<file path="src/rtl/arbiter_1_to_n_request_multicast.sv">
`default_nettype none
// ============================================================================
//  Module   : arbiter_1_to_n_request_multicast
//  Purpose  : Buffers memory requests and multicasts each head entry to every
//             channel in its mask, serving each channel as soon as it is ready.
//             Optional per-channel delivery counters: ARBITER_1_TO_N_DELIVERY_COUNT_EN
//  Revision : 1.0 - initial release
// ============================================================================

package arbiter_1_to_n_request_multicast_pkg;

    typedef struct packed {
        logic        valid;
        logic [15:0] id_channel;
        logic [31:0] address;
        logic [31:0] data;
    } MemoryPacketRequest;

    typedef struct packed {
        logic rd_en;
    } FIFOStateSignalsInput;

    typedef struct packed {
        logic full;
        logic empty;
        logic valid;
        logic prog_full;
        logic wr_rst_busy;
        logic rd_rst_busy;
    } FIFOStateSignalsOutput;

endpackage

module arbiter_1_to_n_request_multicast
    import arbiter_1_to_n_request_multicast_pkg::*;
#(
    parameter int NUM_MEMORY_REQUESTOR = 4,
    parameter int FIFO_DEPTH           = 32,
    parameter int PROG_THRESH          = FIFO_DEPTH / 2,
    parameter int BROADCAST_MODE       = 0,
    parameter int SETUP_CYCLES         = 4
) (
    input  logic                  ap_clk,
    input  logic                  areset,
    input  MemoryPacketRequest    request_in,
    input  FIFOStateSignalsInput  fifo_request_signals_in [NUM_MEMORY_REQUESTOR],
    output FIFOStateSignalsOutput fifo_request_signals_out,
    output MemoryPacketRequest    request_out [NUM_MEMORY_REQUESTOR],
    output logic                  fifo_setup_signal,
    output logic                  overflow,
    output logic [31:0]           delivery_count [NUM_MEMORY_REQUESTOR]
);

    localparam int c_N  = NUM_MEMORY_REQUESTOR;
    localparam int c_AW = $clog2(FIFO_DEPTH);
    localparam int c_CW = c_AW + 1;
    localparam int c_SW = $clog2(SETUP_CYCLES + 1);

    localparam logic [c_CW-1:0] c_FULL_CNT   = c_CW'(FIFO_DEPTH);
    localparam logic [c_CW-1:0] c_PROG_CNT   = c_CW'(PROG_THRESH);
    localparam logic [c_SW-1:0] c_SETUP_LAST = c_SW'(SETUP_CYCLES - 1);

    localparam logic [0:0] c_ST_SETUP = 1'b0;
    localparam logic [0:0] c_ST_RUN   = 1'b1;

    logic                r_rst;
    logic [0:0]          r_state;
    logic [0:0]          w_state_next;
    logic [c_SW-1:0]     r_setup_cnt;
    logic                w_setup_done;
    logic                r_setup;

    MemoryPacketRequest  r_req;
    logic [c_N-1:0]      r_rd_en;
    logic [c_N-1:0]      w_in_rd_en;
    logic [c_N-1:0]      w_in_mask;

    logic                r_wr_valid;
    MemoryPacketRequest  r_wr_data;
    logic [c_N-1:0]      r_wr_mask;

    MemoryPacketRequest  r_mem      [FIFO_DEPTH];
    logic [c_N-1:0]      r_mask_mem [FIFO_DEPTH];
    logic [c_AW-1:0]     r_wr_ptr;
    logic [c_AW-1:0]     r_rd_ptr;
    logic [c_CW-1:0]     r_count;
    logic [c_N-1:0]      r_delivered;
    logic                r_overflow;

    MemoryPacketRequest  w_head;
    logic [c_N-1:0]      w_head_mask;
    logic [c_N-1:0]      w_pending;
    logic [c_N-1:0]      w_deliver;
    logic                w_not_empty;
    logic                w_full;
    logic                w_pop;
    logic                w_push_req;
    logic                w_push;

    logic [c_N-1:0]      r_out_valid;
    MemoryPacketRequest  r_out_data;
    FIFOStateSignalsOutput r_status;
    logic                w_unused;

    // areset is retimed once; everything below resets on the retimed copy
    always_ff @(posedge ap_clk) begin
        r_rst <= areset;
    end

    // ---------------- setup / run state machine ----------------
    assign w_setup_done = (r_setup_cnt == c_SETUP_LAST);

    always_ff @(posedge ap_clk) begin
        if (r_rst) begin
            r_state     <= c_ST_SETUP;
            r_setup_cnt <= '0;
            r_setup     <= 1'b1;
        end else begin
            r_state <= w_state_next;
            r_setup <= (r_state == c_ST_SETUP);
            if (r_state == c_ST_SETUP && !w_setup_done) begin
                r_setup_cnt <= r_setup_cnt + c_SW'(1);
            end
        end
    end

    always_comb begin
        w_state_next = r_state;
        case (r_state)
            c_ST_SETUP: if (w_setup_done) w_state_next = c_ST_RUN;
            c_ST_RUN:   w_state_next = c_ST_RUN;
            default:    w_state_next = c_ST_SETUP;
        endcase
    end

    // ---------------- input stage ----------------
    always_comb begin
        w_in_rd_en = '0;
        for (int i = 0; i < c_N; i++) begin
            w_in_rd_en[i] = fifo_request_signals_in[i].rd_en;
        end
    end

    generate
        if (BROADCAST_MODE != 0) begin : g_bcast
            assign w_in_mask = '1;
        end else begin : g_mask
            assign w_in_mask = r_req.id_channel[c_N-1:0];
        end
    endgenerate

    always_ff @(posedge ap_clk) begin
        if (r_rst) begin
            r_req.valid <= 1'b0;
            r_rd_en     <= '0;
            r_wr_valid  <= 1'b0;
        end else begin
            r_req      <= request_in;
            r_rd_en    <= w_in_rd_en;
            // zero-mask requests and anything arriving in setup die here
            r_wr_valid <= (r_state == c_ST_RUN) && r_req.valid && (|w_in_mask);
        end
        r_wr_data <= r_req;
        r_wr_mask <= w_in_mask;
    end

    // ---------------- buffer and head dispatch ----------------
    assign w_not_empty = (r_count != '0);
    assign w_full      = (r_count == c_FULL_CNT);
    assign w_head      = r_mem[r_rd_ptr];
    assign w_head_mask = r_mask_mem[r_rd_ptr];
    assign w_pending   = w_head_mask & ~r_delivered;
    assign w_deliver   = w_not_empty ? (w_pending & r_rd_en) : '0;
    assign w_pop       = w_not_empty && ((r_delivered | w_deliver) == w_head_mask);
    assign w_push_req  = !r_rst && r_wr_valid && (r_state == c_ST_RUN);
    assign w_push      = w_push_req && (!w_full || w_pop);

    always_ff @(posedge ap_clk) begin
        if (w_push) begin
            r_mem[r_wr_ptr]      <= r_wr_data;
            r_mask_mem[r_wr_ptr] <= r_wr_mask;
        end
    end

    always_ff @(posedge ap_clk) begin
        if (r_rst) begin
            r_wr_ptr    <= '0;
            r_rd_ptr    <= '0;
            r_count     <= '0;
            r_delivered <= '0;
            r_overflow  <= 1'b0;
        end else begin
            if (w_push) begin
                r_wr_ptr <= r_wr_ptr + c_AW'(1);
            end
            if (w_pop) begin
                r_rd_ptr    <= r_rd_ptr + c_AW'(1);
                r_delivered <= '0;
            end else begin
                r_delivered <= r_delivered | w_deliver;
            end
            case ({w_push, w_pop})
                2'b10:   r_count <= r_count + c_CW'(1);
                2'b01:   r_count <= r_count - c_CW'(1);
                default: r_count <= r_count;
            endcase
            if (w_push_req && w_full && !w_pop) begin
                r_overflow <= 1'b1;
            end
        end
    end

    // ---------------- outputs ----------------
    always_ff @(posedge ap_clk) begin
        if (r_rst) begin
            r_out_valid <= '0;
            r_status    <= '{full: 1'b0, empty: 1'b1, valid: 1'b0, prog_full: 1'b0,
                             wr_rst_busy: 1'b1, rd_rst_busy: 1'b1};
        end else begin
            r_out_valid          <= w_deliver;
            r_status.full        <= w_full;
            r_status.empty       <= !w_not_empty;
            r_status.valid       <= w_not_empty;
            r_status.prog_full   <= (r_count >= c_PROG_CNT);
            r_status.wr_rst_busy <= (r_state == c_ST_SETUP);
            r_status.rd_rst_busy <= (r_state == c_ST_SETUP);
        end
        r_out_data <= w_head;
    end

    always_comb begin
        for (int i = 0; i < c_N; i++) begin
            request_out[i]       = r_out_data;
            request_out[i].valid = r_out_valid[i];
        end
    end

    assign fifo_request_signals_out = r_status;
    assign fifo_setup_signal        = r_setup;
    assign overflow                 = r_overflow;
    assign w_unused                 = r_out_data.valid;

`ifdef ARBITER_1_TO_N_DELIVERY_COUNT_EN
    logic [31:0] r_dcnt [c_N];

    always_ff @(posedge ap_clk) begin
        for (int i = 0; i < c_N; i++) begin
            if (r_rst) begin
                r_dcnt[i] <= '0;
            end else if (r_out_valid[i]) begin
                r_dcnt[i] <= r_dcnt[i] + 32'd1;
            end
        end
    end

    always_comb begin
        for (int i = 0; i < c_N; i++) begin
            delivery_count[i] = r_dcnt[i];
        end
    end
`else
    always_comb begin
        for (int i = 0; i < c_N; i++) begin
            delivery_count[i] = 32'd0;
        end
    end
`endif

endmodule

`default_nettype wire
</file>
<file path="config.mk">
export PLATFORM = sky130hd
export DESIGN_NAME = arbiter_1_to_n_request_multicast
export DESIGN_NICKNAME = d
export VERILOG_FILES = /design/src/rtl/arbiter_1_to_n_request_multicast.sv
export SDC_FILE = /design/constraint.sdc
export NUM_CORES = 2
export LEC_CHECK = 0
export ABC_AREA = 1
export BUFFER_PORTS_ARGS = -buffer_cell sky130_fd_sc_hd__buf_2
export CAP_MARGIN = 10
export CORE_MARGIN = 10
export CORE_UTILIZATION = 45
export CTS_CLUSTER_DIAMETER = 150
export DETAILED_ROUTE_END_ITERATION = 6
export PLACE_DENSITY = 0.68
export SLEW_MARGIN = 20
export SYNTH_ARGS = -nofsm -noshare
export SYNTH_HDL_FRONTEND = slang
export SYNTH_SLANG_ARGS = --single-unit
</file>
<file path="constraint.sdc">
create_clock -name ap_clk -period 8.3 [get_ports ap_clk]
set_input_delay 0.83 -clock ap_clk [delete_from_list [all_inputs] [get_ports ap_clk]]
set_output_delay 0.83 -clock ap_clk [all_outputs]
set_load 0.02 [all_outputs]
</file>
==> results.json <==
{
  "cap_violations": 0,
  "wirelength_met1_mm": 118.3,
  "root_buffer": "clkbuf_16",
  "hold_viol_final": 0,
  "required_ns": 8.83,
  "chipHeight_um": 514.4,
  "hpwl_mm": 167.3,
  "wl_per_cell_um": 26.74,
  "cellLeakagePower_nw": 40.92,
  "clockBufferDepth": 4,
  "die_x_um": 514.4,
  "period_needed_ns": 6.393,
  "netlist_instances": 8156,
  "fmax_mhz": 156.4,
  "clkTransAtPathRegs_ns": 0.06,
  "hold_path_class": "in -> reg",
  "start_util_pct": 45.22,
  "hp-start": "request_in[65]",
  "first_global_vias": 68100,
  "dr.pass1.iters": 6,
  "max_stage_delay_ns": 0.99,
  "worstPathMaxFanout": 65,
  "arrival_ns": 6.93,
  "routed_via_density": 6.011,
  "gp_congestion": 0.8281,
  "cp_top_family": "simple AND/OR/NAND/NOR gates",
  "grt_overflow": 0,
  "totalWireLength_mm": 312.0,
  "finalCritPeriodShare_pct": 77.03,
  "num_io_pins": 547,
  "hold_path_depth": 1,
  "preCtsSetupSlack_ns": 2.547,
  "ys_seq_elements": 2846,
  "layout-drive-gt1-share_pct": 12.82,
  "final_cell_mix": "edfxtp_1, nor2_1, o21ai_0",
  "instances_no_fill": 11670,
  "worst_slew_pin_slew_ns": 1.191,
  "yosys_most_used_dff": "edfxtp_1",
  "setup_viol": 0,
  "placed_cell_area_um2": 113500,
  "dp.cells": 11140,
  "end_kind": "register",
  "ctsHtreeMaxLevel": 5,
  "grt_setup_unrepaired": "no",
  "synth-async-reset-ratio_pct": 0,
  "path_common_cell": "nand2_1",
  "grt_usage_pct": 22.55,
  "dr_total_vias": 70140,
  "syn_to_final_growth_pct": 11.89,
  "grt_max_degree": 216,
  "fin_nets": 8342,
  "crit_chain": "buf_4, clkinv_2, nand2_1, nand3_1, nand3_1, nand2_1, nand2_1, nand3_1, nand4_1, nand2_1, nor2_4, nand2_4, a21oi_4, nand2_1, nor2_4, buf_4",
  "vdd_ir_drop_max_uv": 178.7,
  "drtIter0Drc": 9237,
  "path_buf_inv": 3,
  "path_class": "reg -> reg",
  "synth_area_per_cell_um2": 13.49,
  "grt_pass1_wl_mm": 453.5,
  "dieArea_um2": 264600,
  "mostFrequentLayoutCell": "edfxtp_1",
  "met3_length_mm": 30.86,
  "regToRegEndpoint": "r_mem[1][26]$_DFFE_PP_",
  "top_layer_used": "met5",
  "syn-cell-area_um2": 110000,
  "final_util_pct": 50.60,
  "r2r_cells": 16,
  "startpoint_type": "register",
  "status": "finished clean",
  "fin_area_um2": 123100,
  "whs_endpoint": "r_req[65]$_DFFE_PN_",
  "synth_edf_count": 2640,
  "antenna_left": 0,
  "setup_slack_ns": 1.907,
  "setup_tns_ns": 0,
  "ys_warn_count": 0,
  "ys_seq_area_share_pct": 75.82,
  "grt_antenna_before_repair": 11,
  "rows": 181,
  "drcViolationCount": 0,
  "cp_slowest_cell": "clkinv_2",
  "io_buffers": 418,
  "ys_types": 45,
  "cts-buffers-inserted": 305,
  "maxSlewViolCount": 0,
  "powerDensity_nw_per_um2": 237.8,
  "clk_latency_ns": 0.96,
  "wl_met2_mm": 146.7,
  "max-slew-margin-rel_pct": 20.58,
  "rrSetupSlack_ns": 1.91,
  "fin_skew_ns": 0.09307,
  "postCtsSetupBuffers": 0,
  "coreArea_um2": 243200,
  "cts.sinks": 2846,
  "cts_tree": "done"
}
## per-stage QoR
step | hold WS (ns) | power [mW]
after floorplan | 0.3233 | 16.26
after global placement | 0.3237 | 16.41
after detailed placement | 0.3269 | 16.42
after CTS | 0.001132 | 29.42
after global routing | 0.02287 | 30.01
final | 0.05811 | 29.27
## worst max-delay path by stage
stage                     cells after the start                          end  slack [ns]     start
after floorplan                              14  r_mask_mem[31][0]$_DFFE_PP_        0.40  register
after global placement                       17       r_mem[1][13]$_DFFE_PP_        2.59  register
after detailed placement                     17       r_mem[1][44]$_DFFE_PP_        2.55  register
after CTS                                    17       r_mem[1][26]$_DFFE_PP_        2.52  register
after global routing                         16       r_mem[1][26]$_DFFE_PP_        1.74  register
final                                        16       r_mem[1][26]$_DFFE_PP_        1.91  register
## state kept, by name, indices dropped and copies added, names as in the netlist, 3 cells and up, named ones only
name                      flops
r_wr_ptr                      5
r_setup_cnt                   3
r_out_valid                   4
fifo_request_signals_out      5
r_mask_mem                   96
request_out                  80
r_wr_mask                     3
r_rd_en                       4
r_req                        81
r_rd_ptr                      5
r_wr_data                    77
r_count                       6
r_delivered                   4
r_mem                      2464
## power by group
group          switching [mW]  internal (mW)  total (mW)
clock network            5.43           7.72        13.2
logic                   0.242         0.0477       0.290
registers               0.115           15.7        15.8
total                    5.79           23.5        29.3
## per-layer routing
| layer | track usage, % | up-vias |
|---|---|---|
| met5 | 0 | - |
| met4 | 10.92 | 10 |
| met3 | 4.275 | 748 |
| met2 | 36.31 | 4475 |
| met1 | 29.52 | 34710 |
| li1 | - | 30200 |
## cells in the mapped netlist (2+ instances only)
cell	number	area share, %
buf_2	24	0.11
ha_1	8	0.091
a221oi_1	37	0.29
o211ai_1	16	0.11
nand2_1	376	1.3
nor3_1	11	0.050
o22ai_1	413	2.3
nor4_1	2	0.011
a32oi_1	32	0.25
a41oi_1	13	0.10
a211oi_1	7	0.048
nand4_1	35	0.20
buf_4	371	2.5
a21oi_1	57	0.26
xor2_1	2	0.016
nand2_2	3	0.017
a21boi_0	3	0.020
or2_2	4	0.023
o21ai_0	1364	6.2
edfxtp_1	2640	72
clkinv_1	2	0.0068
inv_2	4	0.014
a31o_2	8	0.064
o221ai_1	219	1.7
buf_1	23	0.078
nor2_4	2	0.020
clkbuf_1	502	1.7
buf_6	8	0.082
nand3_1	234	1.1
a221o_1	13	0.12
a31oi_1	22	0.13
nor2_1	1418	4.8
inv_1	66	0.23
dfxtp_1	206	3.7
## worst register-to-register path, stage by stage (launching register included)
cell      delay (ns)
dfxtp_2         0.31
buf_4           0.58
clkinv_2        1.03
nand2_1         0.36
nand3_1         0.10
nand3_1         0.12
nand2_1         0.08
nand2_1         0.07
nand3_1         0.18
nand4_1         0.17
nand2_1         0.11
nor2_4          0.20
nand2_4         0.12
a21oi_4         0.32
nand2_1         0.57
nor2_4          0.84
buf_4           0.78
## cell type report
class,count,area [um^2]
fillers,20110,120200
inverters,72,316.6
repair buffers,585,3689
clock buffers,376,8075
diodes,3,7.507
clock inverters,148,1439
multi-input cells,4437,22080
well taps,3202,4006
flip-flops and latches,2846,83450
## kinds of logic (layout without fill, tap and decap cells)
logic type               after synthesis  in the layout  share of synthesized area, %
buffers and inverters               1000           1181                         4.761
other                                  1            131                      0.003409
XOR/XNOR                               2              2                       0.01593
AO/OA/AOI/OAI                       2211           2211                         11.76
AND/OR/NAND/NOR                     2088           2088                         7.541
flip-flops                          2846           2846                         75.82
adder cells (fa/ha/maj)                8              8                       0.09101
## repair_timing
action / CTS / global route
endpoints found under the hold margin: 2 / 0
hold buffers: 2 / 0
resized for setup: 0 / 0
No activity file was read; power rests on OpenSTA's default activity.
